### src/rtl/mem_access_unit_if.sv
// mem_access_unit_if: CPU-side request/response and data-memory bus of the load/store sequencer.
interface mem_access_unit_if #(parameter int ADDR_W = 12);
  logic              req;
  logic [2:0]        op;
  logic [ADDR_W-1:0] addr;
  logic [31:0]       wdata;
  logic              ready;
  logic              done;
  logic              err;
  logic [31:0]       rdata;
  logic [ADDR_W-1:0] dm_addr;
  logic [31:0]       dm_din;
  logic              dm_we;
  logic              dm_lb_flag;
  logic [31:0]       dm_dout;
  modport master (output req, op, addr, wdata, dm_dout,
                  input ready, done, err, rdata, dm_addr, dm_din, dm_we, dm_lb_flag);
  modport slave (input req, op, addr, wdata, dm_dout,
                 output ready, done, err, rdata, dm_addr, dm_din, dm_we, dm_lb_flag);
endinterface

### src/rtl/mem_access_unit.sv
// mem_access_unit: sequences byte/half/word loads and stores onto a word-only data memory.
module mem_access_unit #(parameter int ADDR_W = 12) (
  input logic            clk,
  input logic            rst_n,
  mem_access_unit_if.slave bus
);
  localparam logic [2:0] OP_LW = 3'd0, OP_LB = 3'd1, OP_LBU = 3'd2, OP_LH = 3'd3,
                         OP_LHU = 3'd4, OP_SW = 3'd5, OP_SB = 3'd6, OP_SH = 3'd7;
  typedef enum logic [2:0] {IDLE, LOAD, WRITE, RMW_RD, RMW_WR, RESP} state_t;
  state_t            state_q, state_d;
  logic [2:0]        op_q, op_d;
  logic [ADDR_W-1:0] addr_q, addr_d;
  logic [31:0]       wdata_q, wdata_d, rdata_q, rdata_d, merge_q, merge_d;
  logic              err_q, err_d;
  logic              mis;
  logic [4:0]        lane_sh;
  logic [31:0]       sh, ext, lane_m;
  assign mis = ((bus.op == OP_LW || bus.op == OP_SW) && bus.addr[1:0] != 2'b00) ||
               ((bus.op == OP_LH || bus.op == OP_LHU || bus.op == OP_SH) && bus.addr[0]);
  assign lane_sh = {addr_q[1:0], 3'b000};
  // Halves are 2-byte aligned, so the byte-offset shift also selects the half.
  assign sh = bus.dm_dout >> lane_sh;
  assign ext = op_q == OP_LB  ? {{24{sh[7]}}, sh[7:0]} :
               op_q == OP_LBU ? {24'b0, sh[7:0]} :
               op_q == OP_LH  ? {{16{sh[15]}}, sh[15:0]} :
               op_q == OP_LHU ? {16'b0, sh[15:0]} : sh;
  assign lane_m = (op_q == OP_SB ? 32'h0000_00ff : 32'h0000_ffff) << lane_sh;
  always_ff @(posedge clk or negedge rst_n) begin
    if (!rst_n) begin
      state_q <= IDLE;
      op_q    <= OP_LW;
      addr_q  <= '0;
      wdata_q <= '0;
      rdata_q <= '0;
      merge_q <= '0;
      err_q   <= 1'b0;
    end else begin
      state_q <= state_d;
      op_q    <= op_d;
      addr_q  <= addr_d;
      wdata_q <= wdata_d;
      rdata_q <= rdata_d;
      merge_q <= merge_d;
      err_q   <= err_d;
    end
  end
  always_comb begin
    state_d = state_q;
    op_d    = op_q;
    addr_d  = addr_q;
    wdata_d = wdata_q;
    rdata_d = rdata_q;
    merge_d = merge_q;
    err_d   = err_q;
    case (state_q)
      IDLE: if (bus.req) begin
        op_d    = bus.op;
        addr_d  = bus.addr;
        wdata_d = bus.wdata;
        err_d   = mis;
        state_d = mis ? RESP : bus.op <= OP_LHU ? LOAD : bus.op == OP_SW ? WRITE : RMW_RD;
      end
      LOAD: begin
        rdata_d = ext;
        state_d = RESP;
      end
      RMW_RD: begin
        merge_d = (bus.dm_dout & ~lane_m) | ((wdata_q << lane_sh) & lane_m);
        state_d = RMW_WR;
      end
      WRITE, RMW_WR: state_d = RESP;
      default: state_d = IDLE;
    endcase
  end
  assign bus.ready      = state_q == IDLE;
  assign bus.done       = state_q == RESP;
  assign bus.err        = state_q == RESP && err_q;
  assign bus.rdata      = rdata_q;
  assign bus.dm_addr    = {addr_q[ADDR_W-1:2], 2'b00};
  assign bus.dm_we      = state_q == WRITE || state_q == RMW_WR;
  assign bus.dm_din     = state_q == WRITE ? wdata_q : state_q == RMW_WR ? merge_q : 32'h0;
  assign bus.dm_lb_flag = 1'b0;
endmodule

### src/flat_wrapper.sv
// flat-port wrapper written by rule: the top's interface ports become plain ports
module mem_access_unit_flat 
#(parameter int ADDR_W = 12)
  (clk, rst_n, bus_req, bus_op, bus_addr, bus_wdata, bus_dm_dout, bus_ready, bus_done, bus_err, bus_rdata, bus_dm_addr, bus_dm_din, bus_dm_we, bus_dm_lb_flag);
  mem_access_unit_if #(.ADDR_W(ADDR_W)) bus_i ();
  input logic clk;
  input logic rst_n;
  input wire logic [$bits(bus_i.req)-1:0] bus_req;
  input wire logic [$bits(bus_i.op)-1:0] bus_op;
  input wire logic [$bits(bus_i.addr)-1:0] bus_addr;
  input wire logic [$bits(bus_i.wdata)-1:0] bus_wdata;
  input wire logic [$bits(bus_i.dm_dout)-1:0] bus_dm_dout;
  output wire logic [$bits(bus_i.ready)-1:0] bus_ready;
  output wire logic [$bits(bus_i.done)-1:0] bus_done;
  output wire logic [$bits(bus_i.err)-1:0] bus_err;
  output wire logic [$bits(bus_i.rdata)-1:0] bus_rdata;
  output wire logic [$bits(bus_i.dm_addr)-1:0] bus_dm_addr;
  output wire logic [$bits(bus_i.dm_din)-1:0] bus_dm_din;
  output wire logic [$bits(bus_i.dm_we)-1:0] bus_dm_we;
  output wire logic [$bits(bus_i.dm_lb_flag)-1:0] bus_dm_lb_flag;
  assign bus_i.req = bus_req;
  assign bus_i.op = bus_op;
  assign bus_i.addr = bus_addr;
  assign bus_i.wdata = bus_wdata;
  assign bus_i.dm_dout = bus_dm_dout;
  assign bus_ready = bus_i.ready;
  assign bus_done = bus_i.done;
  assign bus_err = bus_i.err;
  assign bus_rdata = bus_i.rdata;
  assign bus_dm_addr = bus_i.dm_addr;
  assign bus_dm_din = bus_i.dm_din;
  assign bus_dm_we = bus_i.dm_we;
  assign bus_dm_lb_flag = bus_i.dm_lb_flag;
  mem_access_unit #(.ADDR_W(ADDR_W)) u_core (.clk(clk), .rst_n(rst_n), .bus(bus_i));
endmodule
### config.mk
export PLATFORM = sky130hd
export DESIGN_NAME = mem_access_unit_flat
export DESIGN_NICKNAME = d
export VERILOG_FILES = /design/src/rtl/mem_access_unit_if.sv /design/src/rtl/mem_access_unit.sv /design/src/flat_wrapper.sv
export SDC_FILE = /design/constraint.sdc
export NUM_CORES = 1
export LEC_CHECK = 0
export CORE_UTILIZATION = 40
export DETAILED_ROUTE_END_ITERATION = 10
export DONT_BUFFER_PORTS = 1
export PLACE_DENSITY = 0.59
export SLEW_MARGIN = 20
export SYNTH_ARGS = -nofsm -noshare
export SYNTH_HDL_FRONTEND = slang
export SYNTH_SLANG_ARGS = --single-unit
### constraint.sdc
create_clock -name clk -period 2.03 [get_ports clk]
set_clock_uncertainty 0.1 [all_clocks]
set_input_delay 0.406 -clock clk [delete_from_list [all_inputs] [get_ports clk]]
set_output_delay 0.406 -clock clk [all_outputs]
set_load 0.01 [all_outputs]
==> run summary <==
Outcome: complete, but fails checks
Failing checks: design-rule violations, negative hold slack, negative setup slack
Remaining global-route overflow: 0
Crit-path max cell delay: 0.41 ns
Top FF cell, synth: dfrtp_1
Worst Path Required: 1.52 ns
Top sig layer: met4
H-tree Lvls: 4
Die H: 126 um
Most common cell in the synthesized netlist: nand2_1
Top post-synthesis cells by area: dfrtp_1, nand2_1, a22o_1, mux2i_1, nor2_1
Sequential power share: 35.9%
Flops & latches, synth: 115
Post-synthesis cell count: 661
Post-Syn Area: 0.00611 sq mm
Core Footprint: 0.0147 sq mm
Nature of the critical path endpoint: primary output
Share of total power in combinational logic: 40.6%
Cell-internal power: 7.61 mW
Initial core utilization: 41.6%
Ant. Diodes: 0
Post-CTS Hold Buffers: 41
Hpwl dp: 12.7 mm
Max-cap violations: 0
CP cell instances: buf_6 -> nor3b_4 -> buf_6 -> buf_16 -> a22o_4
Critical path's slowest cell: dfrtp_2
Synth unique cells: 46
Placed Cells: 800
Worst-Skew Late Latency: 0.42 ns
DRC: 8
FILL cells: 1280
Num CTS Buffers: 17
# port buffers: 0
Cell mode on critical path: buf_6
Metal2 WL: 8.93 mm
Post-DRT Antenna Nets: 0
Number of synthesized flops with an enable pin: 0
Vias post-DR: 5115
Synthesized area per cell: 9.25 sq um
Bufs and invs on worst path: 3
Setup TNS: -4.22 ns
Fin crit period: 2.17 ns
VDD IR-drop max: 0.678 mV
Switching power: 5.04 mW
Max Fanout on Critical Path: 8
Fin cells: 887
Sw Ratio: 39.8%
CTS Sinks: 115
Final hold vios: 115
Clk pwr share: 23.5%
Number of setup violations in the final report: 33
DP Area: 0.00618 sq mm
FP Rows: 44
Die Area: 0.0158 sq mm
CTS tree: done
Worst Hold Class: in -> async
FF/Latch Area: 0.00288 sq mm
Final Wtd Congestion: 0.976
Post-synth top area share: 47.1%
Post-detailed-route wirelength per cell: 21.5 um
Critical Path Source Type: register
P_leak: 3.58 nW
1st-iter DRT viols: 399
RSZ-0062 raised after global routing: true
Initial antenna violation count: 0
Synth async-reset ratio: 100%
First-pass GRT wire length: 29.3 mm
Largest net degree at the start of global routing: 116
Final Worst Setup Slack: -0.145 ns
I/O Pins: 163
Share of cells above drive strength 1: 22.9%
CP delay by family, top: buffers and inverters
Fin nets: 773
Metal3 WL: 1.73 mm
Setup Crit Path Kind: reg -> out
Area of the multi-input gates: 0.00316 sq mm
Relative slew slack: 66.7%
Share of the yosys chip area belonging to registers: 47.1%
Clock Tree Buf Depth: 2
Least-Margin Pin Slew: 0.498 ns
Design area: 0.00771 sq mm
Met1 Wirelength: 7.97 mm
GR Util All Layers: 24.8%
Vias per std cell: 5.77
Root buffer cell: clkbuf_16
Reg clk slew, reported paths: 0.05 ns
Routed wire length: 19.0 mm
Post-synthesis to final-layout area growth: 26.1%
Top cells by count, synth: nand2_1, dfrtp_1, nor2_1, a22o_1, mux2i_1
Hold slack: -0.418 ns
Synth area leader: dfrtp_1
Fin. max-slew vios: 0
Fmax: 0.460 GHz
Vias in the first global route: 5154
Yosys warning count: 0
Die W: 126 um
PwrDens: 1640 mW/mm^2
Tcrit/Tclk final: 107%
Drt pass-1 iters: 8
Arr. time, crit path: 1.67 ns
power groups by stage:
stage / clock network [mW] / registers (mW) / logic, mW
after floorplan: 0 / 4.02 / 3.91
after global placement: 0 / 4.46 / 4.29
after detailed placement: 0 / 4.50 / 4.41
after CTS: 3.03 / 4.54 / 5.07
after global routing: 3.14 / 4.66 / 5.61
final: 2.97 / 4.54 / 5.13
stage by stage:
step           total power [mW]  hold WS [ns]  setup WS [ns]  utilization [%]
3_3_place_gp               8.75        0.0149          0.223             42.1
5_1_grt                    13.4        -0.438         -0.180             52.4
6_report                   12.7        -0.418         -0.145             52.4
3_5_place_dp               8.90        0.0137          0.114             42.1
2_1_floorplan              7.93        0.0104         0.0745                -
4_1_cts                    12.6        -0.436         -0.123             52.1
sequential cells by signal, indices dropped and copies added (netlist names):
signal / flops
u_core.bus.rdata: 32
u_core.op_q: 3
u_core.err_q: 1
u_core.state_q: 3
u_core.merge_q: 32
u_core.addr_q: 12
u_core.wdata_q: 32
per-layer routing:
layer  up-vias  track usage (%)
met5         -                0
met4         0             10.6
met2       233             38.9
met1      2508             31.3
li1       2341                -
met3        33             8.37
final timing paths:
check / from / endpoint / slack (ns) / cells after the start
setup / recovery: u_core.state_q[2]$_DFFE_PN0P_ / bus_dm_din[25] / -0.14 / 5
hold / removal: rst_n / u_core.bus.rdata[14]$_DFFE_PN0P_ / -0.42 / 0
setup reg to reg: u_core.state_q[1]$_DFFE_PN0P_ / u_core.wdata_q[28]$_DFFE_PN0P_ / 0.20 / 7
hold reg to reg: u_core.err_q$_DFFE_PN0P_ / u_core.err_q$_DFFE_PN0P_ / 0.40 / 2
max in group asynchronous: rst_n / u_core.state_q[2]$_DFFE_PN0P_ / 2.03 / 0
min in group clk: bus_addr[1] / u_core.addr_q[1]$_DFFE_PN0P_ / 0.01 / 2
cell families (layout without fill, tap and decap cells):
logic type	after synthesis	in the layout	share of synthesized area [%]
XOR/XNOR	1	1	0.143
other	1	3	0.0613
AO/OA/AOI/OAI	143	143	19.1
buffers and inverters	69	109	6.59
AND/OR/NAND/NOR	291	291	19.9
flip-flops	115	115	47.1
multiplexers	41	41	7.10
cells in the final DEF (no fill, tap or decap), types with 4 or more instances in the layout:
cell / n
nand2_1: 197
dfrtp_1: 111
nor2_1: 49
dlygate4sd3_1: 41
a22o_4: 32
mux2i_1: 25
o21ai_0: 22
a21oi_2: 20
clkbuf_16: 18
buf_4: 18
nand3_1: 17
a221o_1: 16
mux2_2: 15
o221ai_1: 8
a31o_2: 8
o31ai_1: 8
buf_6: 8
o211ai_1: 7
o2bb2ai_1: 7
a21oi_1: 6
clkinv_2: 6
nor2b_1: 5
buf_12: 5
nand3b_1: 4
dfrtp_2: 4
cell type report:
cell class	count	share of cell area, %
clock inverter	11	1.77
multi-input combinational	479	41.0
timing repair buffer	76	10.9
inverter	2	0.0974
tap	184	2.99
clock buffer	20	5.80
sequential	115	37.4
timing repair:
item / CTS / global route
buffers inserted: 10 / 1
cloned: 3 / 1
hold endpoints to repair: 156 / 115
setup endpoints to repair: 33 / 54
pin swaps: 3 / 2
resized for setup: 48 / 6
(Power assumes the default switching activity.)
